<file path="src/rtl/dpram_fifo_ctrl.sv">
// ============================================================================
//  Module   : dpram_fifo_ctrl
//  Brief    : FWFT valid/ready FIFO controller driving an external simple
//             dual-port single-clock RAM; the RAM read register is the output
//             stage. Optional synchronous flush port: DPRAM_FIFO_CTRL_FLUSH_EN.
//  Revision : 1.0 - initial release
// ============================================================================
`default_nettype none

module dpram_fifo_ctrl #(
    parameter int ADDR_WIDTH = 4,
    parameter int DATA_WIDTH = 32
) (
    input  logic                  clk,
    input  logic                  rst,
`ifdef DPRAM_FIFO_CTRL_FLUSH_EN
    input  logic                  flush,
`endif
    input  logic                  s_valid,
    output logic                  s_ready,
    input  logic [DATA_WIDTH-1:0] s_data,
    output logic                  m_valid,
    input  logic                  m_ready,
    output logic [DATA_WIDTH-1:0] m_data,
    output logic                  ram_wr_en,
    output logic [ADDR_WIDTH-1:0] ram_waddr,
    output logic [DATA_WIDTH-1:0] ram_din,
    output logic                  ram_rd_en,
    output logic [ADDR_WIDTH-1:0] ram_raddr,
    input  logic [DATA_WIDTH-1:0] ram_dout,
    output logic [ADDR_WIDTH:0]   count
);

    localparam logic [ADDR_WIDTH:0] c_depth = {1'b1, {ADDR_WIDTH{1'b0}}};
    localparam logic [ADDR_WIDTH:0] c_one   = {{ADDR_WIDTH{1'b0}}, 1'b1};

    logic [ADDR_WIDTH:0] r_wptr;
    logic [ADDR_WIDTH:0] r_rptr;
    logic                r_m_valid;

    logic [ADDR_WIDTH:0] w_occ;
    logic                w_clear;
    logic                w_push;
    logic                w_rd;

`ifdef DPRAM_FIFO_CTRL_FLUSH_EN
    assign w_clear = rst | flush;
`else
    assign w_clear = rst;
`endif

    // Occupancy comes from registered pointers only, so a word written this
    // cycle cannot be read until the next one and no RAM bypass is needed.
    assign w_occ   = r_wptr - r_rptr;
    assign s_ready = (w_occ != c_depth);
    assign w_push  = s_valid && s_ready && !w_clear;
    assign w_rd    = (w_occ != '0) && (!r_m_valid || m_ready) && !w_clear;

    assign ram_wr_en = w_push;
    assign ram_waddr = r_wptr[ADDR_WIDTH-1:0];
    assign ram_din   = s_data;
    assign ram_rd_en = w_rd;
    assign ram_raddr = r_rptr[ADDR_WIDTH-1:0];

    assign m_valid = r_m_valid;
    assign m_data  = ram_dout;
    assign count   = w_occ + {{ADDR_WIDTH{1'b0}}, r_m_valid};

    always_ff @(posedge clk) begin
        if (w_clear) begin
            r_wptr    <= '0;
            r_rptr    <= '0;
            r_m_valid <= 1'b0;
        end else begin
            if (w_push) begin
                r_wptr <= r_wptr + c_one;
            end
            if (w_rd) begin
                r_rptr <= r_rptr + c_one;
            end
            // A read refills the output register; otherwise a taken word empties it.
            if (w_rd) begin
                r_m_valid <= 1'b1;
            end else if (m_ready) begin
                r_m_valid <= 1'b0;
            end
        end
    end

endmodule

`default_nettype wire

</file>
<file path="config.mk">
export PLATFORM = sky130hd
export DESIGN_NAME = dpram_fifo_ctrl
export DESIGN_NICKNAME = d
export VERILOG_FILES = /design/src/rtl/dpram_fifo_ctrl.sv
export SDC_FILE = /design/constraint.sdc
export NUM_CORES = 1
export LEC_CHECK = 0
export CAP_MARGIN = 30
export CORE_MARGIN = 5
export CORE_UTILIZATION = 30
export CTS_BUF_LIST = sky130_fd_sc_hd__clkbuf_8 sky130_fd_sc_hd__clkbuf_16
export DETAILED_ROUTE_END_ITERATION = 12
export GPL_TIMING_DRIVEN = 1
export PLACE_DENSITY = 0.92
export SYNTH_ARGS = -nofsm -noshare
export SYNTH_HDL_FRONTEND = slang
export SYNTH_SLANG_ARGS = --single-unit
</file>
<file path="constraint.sdc">
create_clock -name clk -period 5.12 [get_ports clk]
set_input_delay 0.512 -clock clk [delete_from_list [all_inputs] [get_ports clk]]
set_output_delay 0.512 -clock clk [all_outputs]
set_load 0.005 [all_outputs]
</file>
[After elaboration in Yosys (flattened, before gate mapping)]
Index checks and enable logic that the tools add are counted.
Operators by class
  $add $sub $neg: 4
  equality and inequality tests: 1
  multiplexer cells: 2
  reduce and logical (&&, ||, !) cells: 9
Operator list (count)
  5-bit by 1-bit adder with 5-bit output, second input constant: 2
  5-bit by 1-bit adder with 5-bit output: 1
  5-bit inequality test, second input constant: 1
  5-bit nonzero test: 1
  5-bit subtractor: 1
  1-bit logical AND: 4
  1-bit zero test: 2
  1-bit 2-to-1 mux: 2
  2-bit nonzero test: 1
  1-bit logical OR: 1
Storage, ports and cells
  register bits: 11
  bits of input ports: 68
  output and inout bits: 81
  logic and storage cells: 19

[Longest topological paths before layout]
Gate-level depths: netlist (run 1).
  depth after elaboration: 5
  mapped depth: 9
  depth with buffers taken out: 9

[Least setup slack after synthesis (run 1)]
No wires, ideal clock.
  path kind: flip-flop to output port
  start point: reg r_wptr[0]
  end point: out ram_rd_en
  data arrival time: 2.129 ns
  required time: 4.608 ns
  path slack: 2.479 ns
  cell stages (with the launch flop): 9
  path buffers: 0
  cells stage by stage: dfxtp_1 -> inv_1 -> ha_1 -> fa_1 -> nand2b_1 -> a21oi_2 -> xnor2_2 -> o41ai_4 -> nor2_1
On the way
  cells in the longest elaborated chain, start to end: 4
Ends and longest elaborated chain
  start, declared: RTL line 37  | logic [ADDR_WIDTH:0] r_wptr;
  start signal, assigned: RTL line 76  | r_wptr <= r_wptr + c_one;
  5-bit subtractor: RTL line 54  | assign w_occ = r_wptr - r_rptr;
  5-bit nonzero test: RTL line 57  | assign w_rd = (w_occ != '0) && (!r_m_valid || m_ready) && !w_clear;
  1-bit logical AND (2 in series): RTL line 57
  end, declared: RTL line 28  | output logic ram_rd_en,
Every way passes these cells.

[Worst setup path after layout (run 1)]
Same ends and word-level chain as after synthesis.

==> results of run 1 <==
==> state kept, by name (all words and copies together) (netlist names) <==
| signal | cells |
|---|---|
| r_rptr | 5 |
| r_wptr | 5 |
| m_valid | 1 |
==> power by group <==
group	total (mW)	internal, mW	switching (mW)
combinational	0.425	0.223	0.203
sequential	0.122	0.101	0.0201
clock	0.0860	0.0527	0.0333
==> layer usage <==
metal / global-route usage / wire [µm]
met5: 0 / 0
met4: 0.05769 / 110
met3: 0.03162 / 264
met2: 0.1078 / 1049
met1: 0.07910 / 921
==> through the flow <==
stage / worst slack [ns] / area, µm² / power [mW]
floorplan: 2.479 / 1339 / 0.4230
global placement: 1.929 / 1055 / 0.5371
detailed placement: 1.824 / 1055 / 0.5518
CTS: 1.548 / 1100 / 0.6442
global route: 1.353 / 1100 / 0.6841
finish: 1.568 / 1100 / 0.6328
==> worst max-delay path: stages (launching register included) <==
cell and delay [ns]:
dfxtp_1 0.37, inv_1 0.09, ha_1 0.23, fa_1 0.44, nand2b_1 0.18, a21oi_2 0.17, xnor2_2 0.16, o41ai_4 0.61
nor2_1 0.07, clkdlybuf4s50_1 0.48
==> worst max path at each step <==
stage                      startpoint  slack, ns   endpoint
2_1_floorplan  r_wptr[0]$_SDFFE_PP0P_       2.48  ram_rd_en
3_3_place_gp   r_wptr[0]$_SDFFE_PP0P_       1.93  ram_rd_en
3_5_place_dp   r_wptr[0]$_SDFFE_PP0P_       1.82  ram_rd_en
4_1_cts        r_wptr[0]$_SDFFE_PP0P_       1.55  ram_rd_en
5_1_grt        r_wptr[0]$_SDFFE_PP0P_       1.35  ram_rd_en
6_report       r_wptr[0]$_SDFFE_PP0P_       1.57  ram_rd_en
==> cell families after synthesis <==
group / share of synthesized area
XOR/XNOR: 0.08411
flip-flops: 0.1645
AO/OA/AOI/OAI: 0.08599
adder cells (fa/ha/maj): 0.08972
multiplexers: 0.01495
buffers and inverters: 0.4327
AND/OR/NAND/NOR: 0.1280
==> cells in the final DEF (no fill, tap or decap) <==
master	Yosys	layout
a211o_1	1	1
xnor2_2	1	1
o21ai_0	4	4
a21bo_2	1	1
clkbuf_8	0	3
nor2b_1	1	1
nand2b_1	1	1
mux2i_1	2	2
nand3_1	5	5
xnor2_1	6	6
a21oi_1	8	8
nand3b_1	1	1
or3_2	3	3
or4_1	1	1
nand2_1	6	6
o41ai_4	1	1
and3b_1	1	1
ha_1	8	8
clkdlybuf4s50_1	0	20
and3_1	1	1
xor2_1	5	5
inv_1	8	9
dfxtp_1	11	11
a21oi_2	1	1
fa_1	1	1
nor2_1	10	10
or2b_2	1	1
nand4_1	2	2
==> final cells by class <==
cell class | instances | share of cell area
Clock buffer | 3 | 0.03754
Clock inverter | 1 | 0.003413
Inverter | 8 | 0.02730
Multi-Input combinational cell | 72 | 0.4903
Sequential cell | 11 | 0.2002
Tap cell | 52 | 0.05916
Timing Repair Buffer | 20 | 0.1820
==> impl_summary.txt, run 1 <==
----------------------------------------------------
[Synthesis]
  Biggest area contributors in the synthesized netlist ... buf_4, dfxtp_1, ha_1, xnor2_1, xor2_1
  Mean instance size in the synthesized netlist ... 8.163 µm²
  Total of flip-flops plus latches after synthesis ... 11
  Most frequent cell after synthesis ... buf_4
  Syn_nets ... ~240
  Cell taking the most area after synthesis ... buf_4
  Commonest cells in the netlist ... buf_4, dfxtp_1, nor2_1
  Synth Warn # ... 0
  Gate count after technology mapping ... 164
  Area share of the largest cell type after synthesis ... 0.4037
  Main flop type after synthesis ... dfxtp_1
  Share of the yosys chip area belonging to registers ... 0.1645
  Number of synthesized flops with an enable pin ... 0
  Number of distinct library cell variants in the gate-level netlist after synthesis ... 28
  Cell area after technology mapping ... ~1300 µm²
  Async set-reset flop share out of synthesis ... 0

[Critical path]
  Flop2flop setup slack ... 2.41 ns
  R2R Path End ... r_wptr[3]$_SDFFE_PP0P_
  Crit path launch type ... flip-flop
  Worst Setup End Kind ... primary output
  Launching point of the worst reg2reg path ... r_wptr[0]$_SDFFE_PP0P_
  Critical path fanouts, max ... 9
  CP Data Required Time ... 4.61 ns
  Classification of the worst setup path ... reg -> out
  Arrival time at the worst endpoint ... a little over 3 ns
  Length in cells of the worst reg-to-reg path ... 9

[Die]
  Top-level I/O count ... 149
  Area of the die ... 5898 µm²
  Die height ... 76.80 µm
  Die width ... 76.80 µm
  FP Rows ... 24
  Initial cell density of the core ... 0.3075
  Core Box Area ... 4354 µm²

[Final layout]
  Final Instance Count excl. Fillers ... 167
  Synthesis-to-layout area growth ... -17.85%
  Number of fillers in the final layout ... 473
  Area used by multi-input combinational logic ... 539.3 µm²
  Final Net Count ... between 150 and 200
  Number of diodes ... 0
  Final core utilization ... 0.2526
  Seq. cell area ... 220.2 µm²
  Fraction of layout cells with a size suffix above 1 ... 0.09565

[CTS]
  Hold-fix buffers, CTS ... 0
  Clock sink count ... 11
  Post-CTS Setup Bufs ... 0
  CTS tree ... built
  TritonCTS Buffers ... 3
  Worst-Skew Late Latency ... 0.24 ns
  Resized cells post-CTS ... 0
  Clock root buffer ... clkbuf_8
  Number of buffers on the longest clock path ... 2
  Clock input transition at the sequential cells of the worst setup and hold paths ... 0.05 ns
  H-tree Lvls ... 1

[STA]
  Final critical-path share of the clock period ... 0.6938
  Final critical-path required period ... 3.552 ns
  Worst slew margin relative to its limit ... 0.6471
  Fin Clk Skew ... around 0.00073 ns
  Final worst hold slack ... 0.5209 ns
  Unrepaired setup endpoints after global routing ... false
  Worst slew pin tran ... 0.5275 ns
  Number of pins with negative max-slew slack in the final report ... 0
  Max Clk Rate ... around 0.28 GHz
  Setup violations, final ... 0
  Sum Neg Setup Slack ... 0 ns
  Final hold violation count ... 0

[Power]
  Standby leakage power ... 0.4543 nW
  Worst IR drop on VDD ... 166.2 µV
  PD cells ... 575.4 nW/µm²

[Status]
  Run status ... finished clean

[Global routing]
  Global-route wire length before repair ... 3463 µm
  Initial antenna violation count ... 0
  Grt ovf ... 0
  Total global routing track utilization ... 0.07240
  Via count of the first global-routing pass ... around 740
  Maximum number of pins on one net before global-route repair ... 15

[Placement]
  Placer's final routability congestion estimate ... 0.8834
  Input/output buffers ... 20
  Instance count after placement with tap cells included ... 163
  Post-detailed-placement half-perimeter wirelength ... 1850 µm

[Routing]
  Total Routed Length ... 2345 µm
  Routed length per instance ... 14.04 µm
  Via total after detailed routing ... just under 800
  Drc violations ... 0
  DRT Pass-1 Iters ... 4
  Avg Vias per Cell ... around 4.7
  Iter 0 DRT Violations ... 71
  ANT nets after route ... 0

[Hold path]
  Worst-case hold path end point ... r_rptr[4]$_SDFFE_PP0P_
  Cell count of the worst hold path ... 2
  Hold path startpoint ... r_rptr[4]$_SDFFE_PP0P_
  Worst hold path class ... reg -> reg

[Job]
  Number of maximum-capacitance constraint violations ... 0

----------------------------------------------------
(Power assumes the default switching activity.)
==> inputs of run 2 (changes only) <==
Settings changed: CORE_UTILIZATION 30 to 28, PLACE_DENSITY 0.92 to 0.87.
Clock period 5.12 ns to 3.4 ns, I/O delays scaled along.
==> impl_summary.txt, run 2 (synthesis results as in run 1) <==
----------------------------------------------------
[Routing]
  ANT nets after route ... 0 (unchanged)
  Via total after detailed routing ... 761 (was 791)
  DRT Pass-1 Iters ... 4 (unchanged)
  Iter 0 DRT Violations ... 35 (was 71)
  Drc violations ... 0 (unchanged)
  Avg Vias per Cell ... 4.450 (was 4.737)
  Routed length per instance ... 13.12 µm (was 14.04 µm)
  Total Routed Length ... 2244 µm (was 2345 µm)

[CTS]
  Resized cells post-CTS ... 0 (unchanged)
  Clock sink count ... 11 (unchanged)
  Clock input transition at the sequential cells of the worst setup and hold paths ... 0.05 ns (about the same)
  Clock root buffer ... clkbuf_8 (unchanged)
  H-tree Lvls ... 1 (unchanged)
  Hold-fix buffers, CTS ... 0 (unchanged)
  TritonCTS Buffers ... 3 (unchanged)
  Number of buffers on the longest clock path ... 2 (unchanged)
  Post-CTS Setup Bufs ... 0 (unchanged)
  CTS tree ... built (unchanged)
  Worst-Skew Late Latency ... 0.24 ns (about the same)

[Power]
  Overall power ... 0.9783 mW (was 0.6328 mW)
  Worst IR drop on VDD ... 258.2 µV (was 166.2 µV)
  PD cells ... 874.6 nW/µm² (was 575.4 nW/µm²)
  Standby leakage power ... 0.4629 nW (was 0.4543 nW)

[STA]
  Worst slew pin tran ... 0.4968 ns (was 0.5275 ns)
  Final critical-path share of the clock period ... 0.9361
  Min setup slack post-route ... 0.2173 ns (was 1.568 ns)
  Worst slew margin relative to its limit ... 0.6677 (was 0.6471)
  Setup violations, final ... 0 (unchanged)
  Sum Neg Setup Slack ... 0 ns (unchanged)
  Final worst hold slack ... 0.4955 ns (was 0.5209 ns)
  Fin Clk Skew ... 0.001522 ns (was 0.0007271 ns)
  Final hold violation count ... 0 (unchanged)
  Max Clk Rate ... 0.3142 GHz
  Final critical-path required period ... 3.183 ns
  Number of pins with negative max-slew slack in the final report ... 0 (unchanged)
  Unrepaired setup endpoints after global routing ... false (unchanged)

[Placement]
  Input/output buffers ... 20 (unchanged)
  Post-detailed-placement half-perimeter wirelength ... 1849 µm (was 1850 µm)
  Placer's final routability congestion estimate ... 0.8389 (was 0.8834)
  Minimum setup slack after placement ... 0.4426 ns (was 1.824 ns)

[Final layout]
  Fraction of layout cells with a size suffix above 1 ... 0.1197 (was 0.09565)
  Number of fillers in the final layout ... 519 (was 473)
  Commonest non-fill, non-tap cells in the layout ... clkdlybuf4s50_1, dfxtp_1, nor2_1 (unchanged)
  Synthesis-to-layout area growth ... -16.45% (was -17.85%)
  Final Net Count ... 195 (was 193)
  Final core utilization ... 0.2384 (was 0.2526)
  Number of diodes ... 0 (unchanged)
  Commonest non-fill, non-tap cell in the layout ... clkdlybuf4s50_1 (unchanged)

[Die]
  Top-level I/O count ... 149 (unchanged)
  Core Box Area ... 4692 µm² (was 4354 µm²)
  Die width ... 79.15 µm (was 76.80 µm)
  Initial cell density of the core ... 0.2853 (was 0.3075)
  Die height ... 79.15 µm (was 76.80 µm)
  Area of the die ... 6264 µm² (was 5898 µm²)
  FP Rows ... 25 (was 24)

[Status]
  Run status ... finished clean (unchanged)

[Critical path]
  Critical path fanouts, max ... 7 (was 9)
  Crit path buffers/inverters ... 2 (unchanged)
  Classification of the worst setup path ... reg -> out (unchanged)
  Flop2flop setup slack ... 0.71 ns (was 2.41 ns)
  Max incr delay on CP ... 0.46 ns (was 0.61 ns)
  Crit-path cells ... inv_1 > ha_1 > fa_1 > nand2b_1 > a21oi_2 > xnor2_2 > o41ai_4 > nor2_1 > clkdlybuf4s50_1 (unchanged)
  Delay-heaviest family, CP ... adder cells (was compound AO/OA/AOI/OAI gates)
  Crit path launch type ... flip-flop (unchanged)
  CP Data Required Time ... 3.06 ns (was 4.61 ns)
  Worst Setup End Kind ... primary output (unchanged)
  Arrival time at the worst endpoint ... 2.84 ns (was 3.04 ns)
  Critical path's slowest cell ... clkdlybuf4s50_1 (was o41ai_4)

[Job]
  Number of maximum-capacitance constraint violations ... 0 (unchanged)

[Global routing]
  Initial antenna violation count ... 0 (unchanged)
  Via count of the first global-routing pass ... 742 (was 737)
  Total global routing track utilization ... 0.07505 (was 0.07240)
  Maximum number of pins on one net before global-route repair ... 15 (unchanged)
  Grt ovf ... 0 (unchanged)
  Global-route wire length before repair ... 3691 µm (was 3463 µm)

[Hold path]
  Worst hold path class ... reg -> reg (unchanged)

----------------------------------------------------
run 2: cell types whose count changed in the layout (fill, tap and decap cells not counted), sizes merged:
cell / before / now
clkinv: 0 / 1
buf: 0 / 2
inv: 9 / 8
run 2: worst paths after layout:
| check | cells after the start | endpoint | startpoint |
|---|---|---|---|
| setup / recovery | 9 | ram_rd_en | r_wptr[0]$_SDFFE_PP0P_ |
| hold / removal | 2 | r_rptr[4]$_SDFFE_PP0P_ | r_rptr[4]$_SDFFE_PP0P_ |
| setup reg to reg | 10 | r_rptr[4]$_SDFFE_PP0P_ | r_wptr[0]$_SDFFE_PP0P_ |
| hold reg to reg | 2 | r_rptr[4]$_SDFFE_PP0P_ | r_rptr[4]$_SDFFE_PP0P_ |
run 2: layout make-up:
| type | instances | area [µm²] | area share |
|---|---|---|---|
| flip-flops and latches | 11 | 220.2 | 0.1969 |
| inverters | 8 | 30.03 | 0.02685 |
| clock buffers | 3 | 41.29 | 0.03691 |
| clock inverters | 1 | 5.005 | 0.004474 |
| multi-input cells | 72 | 539.3 | 0.4821 |
| repair buffers | 22 | 215.2 | 0.1924 |
| well taps | 54 | 67.56 | 0.06040 |
run 2: where the power goes:
group	switching (mW)	internal, mW	total, mW
Sequential	0.0296	0.153	0.182
Clock	0.0527	0.0808	0.133
Combinational	0.307	0.356	0.663
run 2: worst reg2reg max path, cell delays in order, from the launching register on:
cell and delay, ns:
dfxtp_1 0.37, inv_1 0.09, ha_1 0.22, fa_1 0.43, nand2b_1 0.18, a21oi_2 0.18
xnor2_2 0.22, o41ai_4 0.15, buf_4 0.18, or3_2 0.44, a21oi_1 0.14
run 2: per-stage QoR:
| step | instance area (µm²) | instances |
|---|---|---|
| floorplan | 1339 | 164 |
| global placement | 1072 | 167 |
| detailed placement | 1072 | 167 |
| CTS | 1119 | 171 |
| global route | 1119 | 171 |
| finish | 1119 | 171 |
run 2: layer usage:
metal,part of all wire,vias to the layer above,global-route usage
li1,-,368,-
met1,0.41,321,0.08687
met2,0.41,47,0.1077
met3,0.14,25,0.03515
met4,0.052,0,0.05326
met5,0,-,0
==> inputs of run 3 (changes only) <==
Settings changed: CORE_UTILIZATION 28 to 25, PLACE_DENSITY 0.87 to 0.83.
Clock period 3.4 ns to 2.9 ns, I/O delays scaled along.
==> impl_summary.txt, run 3 (synthesis results as in run 1) <==
----------------------------------------------------
[Status]
  Run status ... finished, violations left (was finished clean)
  Violated checks ... setup timing

[CTS]
  H-tree Lvls ... 1 (unchanged)
  Post-CTS Setup Bufs ... 0 (unchanged)
  Clock root buffer ... clkbuf_8 (unchanged)
  Clock sink count ... 11 (unchanged)
  Number of buffers on the longest clock path ... 2 (unchanged)
  Clock input transition at the sequential cells of the worst setup and hold paths ... 0.05 ns (about the same)
  CTS tree ... built (unchanged)
  Worst-Skew Late Latency ... 0.24 ns (about the same)
  TritonCTS Buffers ... 3 (unchanged)
  Hold-fix buffers, CTS ... 0 (unchanged)

[STA]
  Final hold violation count ... 0 (unchanged)
  Min setup slack post-route ... -0.008281 ns (was 0.2173 ns)
  Setup violations, final ... 1 (was 0)
  Fin Clk Skew ... 0.004598 ns (was 0.001522 ns)
  Final critical-path required period ... 2.908 ns
  Unrepaired setup endpoints after global routing ... true (was false)
  Max Clk Rate ... ~0.34 GHz
  Final worst hold slack ... 0.5094 ns (was 0.4955 ns)
  Number of pins with negative max-slew slack in the final report ... 0 (unchanged)
  Worst slew margin relative to its limit ... 0.6417 (was 0.6677)
  Final critical-path share of the clock period ... 1.003
  Worst slew pin tran ... 0.5357 ns (was 0.4968 ns)

[Routing]
  Met1 Routed Length ... 1051 µm (was 911 µm)
  Met2 wire len ... 1060 µm (was 910 µm)
  Total Routed Length ... 2451 µm (was 2244 µm)
  Wire length on met3 ... 232 µm (was 304 µm)
  DRT Pass-1 Iters ... 4 (unchanged)
  ANT nets after route ... 0 (unchanged)
  Drc violations ... 0 (unchanged)
  Routed length per instance ... 12.90 µm (was 13.12 µm)
  Via total after detailed routing ... 802 (was 761)
  Avg Vias per Cell ... 4.221 (was 4.450)
  Uppermost signal routing layer after detailed routing ... met4 (unchanged)
  Iter 0 DRT Violations ... 48 (was 35)

[Final layout]
  Commonest non-fill, non-tap cell in the layout ... clkdlybuf4s50_1 (unchanged)
  Final Net Count ... 198 (was 195)
  Fraction of layout cells with a size suffix above 1 ... 0.2000 (was 0.1197)
  Area used by multi-input combinational logic ... 588.1 µm² (was 539.3 µm²)
  Commonest non-fill, non-tap cells in the layout ... clkdlybuf4s50_1, nor2_1, inv_1 (was clkdlybuf4s50_1, dfxtp_1, nor2_1)
  Seq. cell area ... 224.0 µm² (was 220.2 µm²)
  Number of fillers in the final layout ... 582 (was 519)
  Finished Cell Area ... 1217 µm² (was 1119 µm²)
  Synthesis-to-layout area growth ... -9.065% (was -16.45%)
  Number of diodes ... 0 (unchanged)

[Placement]
  Placer's final routability congestion estimate ... 0.8420 (was 0.8389)
  Instance area after placement ... 1115 µm² (was 1072 µm²)
  Post-detailed-placement half-perimeter wirelength ... 1897 µm (was 1849 µm)
  Input/output buffers ... 20 (unchanged)

[Die]
  Area of the die ... 6919 µm² (was 6264 µm²)
  Top-level I/O count ... 149 (unchanged)
  Core Box Area ... 5140 µm² (was 4692 µm²)
  Die width ... 83.18 µm (was 79.15 µm)
  Initial cell density of the core ... 0.2605 (was 0.2853)
  FP Rows ... 26 (was 25)
  Die height ... 83.18 µm (was 79.15 µm)

[Global routing]
  Global-route wire length before repair ... 3981 µm (was 3691 µm)
  Via count of the first global-routing pass ... 816 (was 742)
  Initial antenna violation count ... 0 (unchanged)
  Total global routing track utilization ... 0.06892 (was 0.07505)
  Grt ovf ... 0 (unchanged)
  Maximum number of pins on one net before global-route repair ... 15 (unchanged)

[Critical path]
  Crit path launch type ... flip-flop (unchanged)
  Classification of the worst setup path ... reg -> out (unchanged)
  Delay-heaviest family, CP ... adder cells (unchanged)
  Crit-path cells ... inv_1 > ha_1 > fa_2 > nand2b_4 > a21oi_4 > xnor2_4 > a21bo_4 > nor2_1 > clkdlybuf4s50_1 (was inv_1 > ha_1 > fa_1 > nand2b_1 > a21oi_2 > xnor2_2 > o41ai_4 > nor2_1 > clkdlybuf4s50_1)
  Critical path fanouts, max ... 7 (unchanged)
  Worst Setup End Kind ... primary output (unchanged)
  Critical path's slowest cell ... clkdlybuf4s50_1 (unchanged)
  Max incr delay on CP ... 0.52 ns (was 0.46 ns)
  CP Data Required Time ... 2.61 ns (was 3.06 ns)
  Arrival time at the worst endpoint ... 2.62 ns (was 2.84 ns)
  Crit path buffers/inverters ... 2 (unchanged)

[Power]
  Total internal power ... 0.7528 mW (was 0.5890 mW)
  Part of the total power dissipated in sequential elements ... 0.170 (was 0.186)
  Combinational share of power ... 0.709 (was 0.677)
  PD cells ... 1028 nW/µm² (was 874.6 nW/µm²)
  Share of power burned in the clock network ... 0.121 (was 0.136)
  Share of total power consumed by net switching ... 0.3986 (was 0.3979)
  Worst IR drop on VDD ... 325.3 µV (was 258.2 µV)
  Switching power ... 0.4989 mW (was 0.3893 mW)
  Standby leakage power ... 0.5159 nW (was 0.4629 nW)

[Job]
  Number of maximum-capacitance constraint violations ... 0 (unchanged)

[Hold path]
  Worst hold path class ... reg -> reg (unchanged)

----------------------------------------------------
[run 3: changes by cell type in the layout (fill, tap and decap cells not counted), moves of 2 or more]
| cell | change |
|---|---|
| dfxtp_2 | +3 |
| clkdlybuf4s50_1 | -2 |
| dlymetal6s2s_1 | +2 |
| dfxtp_1 | -3 |
| buf_4 | +3 |
[run 3: stage by stage]
stage | util | setup TNS (ns) | cells | setup WS [ns] | total power, mW
3_3_place_gp | 0.2169 | 0 | 186 | 0.1677 | 1.018
3_5_place_dp | 0.2169 | 0 | 186 | 0.05383 | 1.041
5_1_grt | 0.2369 | -0.1265 | 190 | -0.1265 | 1.362
2_1_floorplan | - | 0 | 164 | 0.4404 | 0.7468
6_report | 0.2369 | -0.008281 | 190 | -0.008281 | 1.252
4_1_cts | 0.2339 | -0.01180 | 190 | -0.01180 | 1.262
[run 3: worst paths after layout]
path | from | endpoint | slack, ns | depth (start not counted)
worst max-delay path | r_wptr[0]$_SDFFE_PP0P_ | ram_wr_en | -0.008 | 9
worst min-delay path | r_rptr[2]$_SDFFE_PP0P_ | r_rptr[2]$_SDFFE_PP0P_ | 0.51 | 2
worst max register to register | r_wptr[0]$_SDFFE_PP0P_ | r_rptr[3]$_SDFFE_PP0P_ | 0.40 | 10
worst min register to register | r_rptr[2]$_SDFFE_PP0P_ | r_rptr[2]$_SDFFE_PP0P_ | 0.51 | 2
[run 3: what timing repair did]
action	CTS	global route
resized for setup	8	5
endpoints found under the setup margin	3	3
pin swaps	2	0
[run 3: routing by layer]
| metal | global-route usage | up-vias |
|---|---|---|
| met3 | 0.04158 | 18 |
| met1 | 0.07938 | 368 |
| met5 | 0 | - |
| met4 | 0.03566 | 0 |
| li1 | - | 373 |
| met2 | 0.09913 | 43 |
[run 3: layout make-up]
type,instances,area share
Multi-Input combinational cell,72,0.4830
Timing Repair Buffer,25,0.1994
Sequential cell,11,0.1840
Tap cell,70,0.07194
Clock buffer,3,0.03392
Inverter,8,0.02467
Clock inverter,1,0.003083
[run 3: power by group through the flow]
stage | sequential [mW] | clock [mW] | combinational [mW]
2_1_floorplan | 0.209 | 0 | 0.538
3_3_place_gp | 0.211 | 0 | 0.806
3_5_place_dp | 0.213 | 0 | 0.828
4_1_cts | 0.213 | 0.158 | 0.892
5_1_grt | 0.219 | 0.166 | 0.977
6_report | 0.213 | 0.152 | 0.887
[run 3: tightest hold or removal path: stages, from the launching register on]
cell and delay [ns]:
dfxtp_2 0.34, o21ai_0 0.07, a21oi_1 0.06
